$ cat src/rtl/redirect_ctrl.sv
// PC redirect controller: latches EX control-flow events, holds the redirect under valid/ready
// and flushes/stalls the front-end stage registers. Optional statistics counters: REDIRECT_CNT_EN.
module redirect_ctrl #(
  parameter int unsigned ADDR_WIDTH   = 32,
  parameter int unsigned FLUSH_CYCLES = 1
) (
  input  logic                  clk,
  input  logic                  rst,
  input  logic                  br_valid,
  input  logic                  br_taken,
  input  logic [ADDR_WIDTH-1:0] br_target,
  input  logic                  exc_valid,
  input  logic [ADDR_WIDTH-1:0] exc_entry,
  input  logic                  ertn_valid,
  input  logic [ADDR_WIDTH-1:0] era,
  input  logic                  redirect_ready,
  output logic                  redirect_valid,
  output logic [ADDR_WIDTH-1:0] redirect_pc,
  output logic                  flush_if_id,
  output logic                  flush_id_ex,
  output logic                  stall_req
`ifdef REDIRECT_CNT_EN
  ,
  output logic [31:0]           br_redirect_cnt,
  output logic [31:0]           exc_redirect_cnt
`endif
);

  typedef enum logic [1:0] {IDLE, HOLD, DRAIN} state_e;

  localparam logic       SINGLE_FLUSH = (FLUSH_CYCLES <= 1);
  localparam logic [3:0] DRAIN_LOAD   = 4'(FLUSH_CYCLES - 1);

  state_e                state_q, state_d;
  logic [ADDR_WIDTH-1:0] pc_q, pc_d;
  logic                  valid_q, valid_d;
  logic                  flush_q, flush_d;
  logic [3:0]            cnt_q, cnt_d;
  logic                  is_br_q, is_br_d;
  logic                  xfer;

  assign xfer = (state_q == HOLD) && valid_q && redirect_ready;

  always_comb begin
    state_d = state_q;
    pc_d    = pc_q;
    valid_d = valid_q;
    flush_d = flush_q;
    cnt_d   = cnt_q;
    is_br_d = is_br_q;
    case (state_q)
      IDLE: begin
        // Priority: exception, then ertn, then taken branch.
        if (exc_valid) begin
          pc_d    = exc_entry;
          is_br_d = 1'b0;
        end else if (ertn_valid) begin
          pc_d    = era;
          is_br_d = 1'b0;
        end else if (br_valid && br_taken) begin
          pc_d    = br_target;
          is_br_d = 1'b1;
        end
        if (exc_valid || ertn_valid || (br_valid && br_taken)) begin
          valid_d = 1'b1;
          flush_d = 1'b1;
          state_d = HOLD;
        end
      end
      HOLD: begin
        if (xfer) begin
          valid_d = 1'b0;
          if (SINGLE_FLUSH) begin
            flush_d = 1'b0;
            state_d = IDLE;
          end else begin
            cnt_d   = DRAIN_LOAD;
            state_d = DRAIN;
          end
        end
      end
      DRAIN: begin
        cnt_d = cnt_q - 4'd1;
        if (cnt_q == 4'd1) begin
          flush_d = 1'b0;
          state_d = IDLE;
        end
      end
      default: begin
        valid_d = 1'b0;
        flush_d = 1'b0;
        state_d = IDLE;
      end
    endcase
  end

  always_ff @(posedge clk or negedge rst) begin
    if (!rst) begin
      state_q <= IDLE;
      pc_q    <= '0;
      valid_q <= 1'b0;
      flush_q <= 1'b0;
      cnt_q   <= '0;
      is_br_q <= 1'b0;
    end else begin
      state_q <= state_d;
      pc_q    <= pc_d;
      valid_q <= valid_d;
      flush_q <= flush_d;
      cnt_q   <= cnt_d;
      is_br_q <= is_br_d;
    end
  end

  assign redirect_valid = valid_q;
  assign redirect_pc    = pc_q;
  assign flush_if_id    = flush_q;
  assign flush_id_ex    = flush_q;
  assign stall_req      = flush_q;

`ifdef REDIRECT_CNT_EN
  logic [31:0] br_cnt_q, exc_cnt_q;

  // Counted at handshake, keyed on the source latched with the redirect.
  always_ff @(posedge clk or negedge rst) begin
    if (!rst) begin
      br_cnt_q  <= '0;
      exc_cnt_q <= '0;
    end else if (xfer) begin
      if (is_br_q) br_cnt_q  <= br_cnt_q + 32'd1;
      else         exc_cnt_q <= exc_cnt_q + 32'd1;
    end
  end

  assign br_redirect_cnt  = br_cnt_q;
  assign exc_redirect_cnt = exc_cnt_q;
`endif

endmodule

$ cat config.mk
export PLATFORM = sky130hd
export DESIGN_NAME = redirect_ctrl
export DESIGN_NICKNAME = d
export VERILOG_FILES = /design/src/rtl/redirect_ctrl.sv
export SDC_FILE = /design/constraint.sdc
export NUM_CORES = 1
export LEC_CHECK = 0
export ABC_AREA = 1
export CAP_MARGIN = 20
export CORE_UTILIZATION = 38
export DETAILED_ROUTE_END_ITERATION = 12
export PLACE_DENSITY = 0.94
export SLEW_MARGIN = 20
export SYNTH_ARGS = -nofsm -noshare
export SYNTH_HDL_FRONTEND = slang
export SYNTH_SLANG_ARGS = --single-unit
$ cat constraint.sdc
create_clock -name clk -period 1 [get_ports clk]
set_input_delay 0.25 -clock clk [delete_from_list [all_inputs] [get_ports clk]]
set_output_delay 0.25 -clock clk [all_outputs]
set_load 0.05 [all_outputs]
==> reports/results.ini <==
[final_layout]
drive_gt1_share_pct = 19.5
fin_util_pct = 83.5
diodes = 0
area_growth_pct = 108
seq_area_sq_um = 827
fill_cells = 319
multi_input_area_sq_um = 1070
layout.nets = 662
finalNonFillerCells = 632

[yosys]
yosysWarningCount = 0
synth.avg_cell_area_sq_um = 5.90
synth_ff_type = dfrtp_1
yosysTopAreaCellShare_pct = 37.2
synth_area_leader_cell = nand2_1
synth_seq_cells = 33
syn_nets = 488
syn-cell-area_sq_um = 2270
synth.area.top_cells = nand2_1 37%, dfrtp_1 36%, inv_1 11%, nand3_1 7.1%, buf_2 3.3%
syn_inst = 385
synth_common_cells = 225 x nand2_1, 65 x inv_1, 33 x dfrtp_1, 32 x nand3_1, 15 x buf_2
yosysMostFrequentCell = nand2_1
ys_types = 12
synth-edff-count = 0
synth-seq-area-share_pct = 36.4
async_flop_share_pct = 100

[drt]
via_count = 3261
final_antenna_net_count = 0
wl_mm = 10.3
drc = 0
first_pass_iters = 6
wl_per_cell_um = 16.2
drt_iter0_drc = 335
avgViaCountPerCell = 5.16

[floorplan]
core-area_sq_um = 5640
die_x_um = 79.3
io_pins = 139
start_util_pct = 40.2
die-height_um = 79.3
fp-row-count = 27
die-area_sq_um = 6290

[sta]
finalMaxSlewViolations = 0
fin_skew_ps = 7.81
holdWs_ps = 458
setup_viol_count_final = 69
worst_pin_slew_ps = 323
slew_headroom_pct = 78.5
rsz0062_at_grt = yes
fin_crit_ps = 1240
fin_ws_ps = -243
period_share_pct = 124
finalHoldViolCount = 0
clock.fmax_mhz = 804

[setup_path]
worstSetupEndpointType = flop
r2r_start = redirect_valid
critical_path_class = reg -> reg
critPathLaunchType = flop
cp_slowest_cell = dfrtp_2
path_buf_inv = 4
required_ps = 1180
r2r_slack_ps = -240
cpMostUsedCell = nand2_1
slowest_delay_ps = 410
path_cells = buf_4 > inv_6 > nand2_8 > buf_12 > buf_16 > nand2_1 > nand2_1
crit_fanout = 6
reg2reg_to = redirect_pc[3]
reg2regPathDepth = 7
cp-startpoint = redirect_valid
timing.critical_path.max_delay_family = buffers and inverters
cp.arrival_ps = 1420

[grt]
grt_pass1_wl_mm = 13.7
antenna_found_initial = 0
grt_max_degree = 34
grt.total_usage_pct = 28.6
grt_pass1_vias = 2974
grt-ovfl-total = 0

[cts]
cts_buffers = 5
cts_tree = done
clockRootBuffer = clkbuf_8
clock_latency_ps = 290
cts.clk_slew.worst_paths_ps = 80
cts_htree_levels = 2
clock_sinks = 33
cts.path.max_buffers = 2

[pwr]
power_mw = 12.0
ir_worst_vdd_mv = 1.75
power.density_nw_per_um2 = 2540
p_leak_nw = 2.60

[status]
failed_checks = negative setup slack
outcome = finished, violations left

[min_path]
min_path_type = in -> async

[run]
maxCapViolCount = 0

[placed_design]
io_buffers = 138
gp_congestion = 0.810
placed_cells = 589
dp_hpwl_mm = 5.84

[power breakdown]
part	internal (mW)	total, mW	leakage, nW	switching [mW]
clock network	0.483	1.00	0.0450	0.520
logic	4.31	8.40	2.14	4.08
registers	1.92	2.58	0.406	0.667
total	6.71	12.0	2.60	5.27
[per-stage QoR]
step	cell area [sq um]	setup WS, ps	TNS (ps)
final	4710	-243	-10640
after global routing	4710	-278	-12670
after CTS	4560	-236	-9650
after detailed placement	4170	-616	-18800
after global placement	4170	-550	-17670
after floorplan	2270	-83.1	-2660
[sequential cells by signal, summed over array words and instances (netlist names)]
signal	flops
redirect_pc	32
redirect_valid	1
[area by class of cell]
type | count | area share (%)
Inverter | 68 | 5.79
Tap cell | 72 | 1.91
Timing Repair Buffer | 190 | 50.3
Sequential cell | 33 | 17.5
Multi-Input combinational cell | 261 | 22.7
Clock inverter | 2 | 0.212
Clock buffer | 6 | 1.54
[tightest hold or removal path: cells and delay by family]
| kind | cells | cell delay [ps] |
|---|---|---|
| buf+inv | 3 | 850 |
[logic make-up after synthesis]
logic type,Yosys count,synth area share (%)
flops,33,36.4
simple gates,260,45.5
compound gates,1,0.220
buf+inv,91,17.9
[worst max-delay path by stage]
stage	to	slack (ps)	cells past startpoint
2_1_floorplan	redirect_pc[0]	-80	6
3_3_place_gp	redirect_pc[31]	-550	6
3_5_place_dp	redirect_pc[25]	-620	7
4_1_cts	flush_if_id	-240	2
5_1_grt	redirect_pc[6]	-280	9
6_report	redirect_pc[3]	-240	7
[per-layer routing]
metal / global-route usage, % / vias up / part of all wire (%)
li1: - / 1454 / -
met1: 29.4 / 1482 / 33
met2: 53.8 / 259 / 51
met3: 6.90 / 66 / 11
met4: 13.6 / 0 / 5.2
met5: 0 / - / 0
[cell usage in the layout, fill, tap and decap left out]
cell             count
clkdlybuf4s50_1     97
nor2_4               1
dfrtp_2              1
inv_2                2
o21ai_2              1
inv_12               1
inv_1               64
dlygate4sd3_1        1
clkbuf_8             5
buf_6                4
nand2_1            220
nand2_2              5
nand3_1             32
buf_16               4
nand2_4              1
dlygate4sd2_1        4
inv_6                1
buf_4               30
buf_12              47
buf_2                1
nand2_8              1
buf_8                2
dfrtp_1             32
clkbuf_1             1
clkinv_2             2
[repair_timing]
action	in CTS	in global routing
gates resized for setup	27	4
gates cloned	5	0
endpoints found under the hold margin	33	0
hold buffers	1	0
setup endpoints to repair	69	69
setup buffers	12	17
pin swaps	1	3
Power figures use the tool's default switching activity.
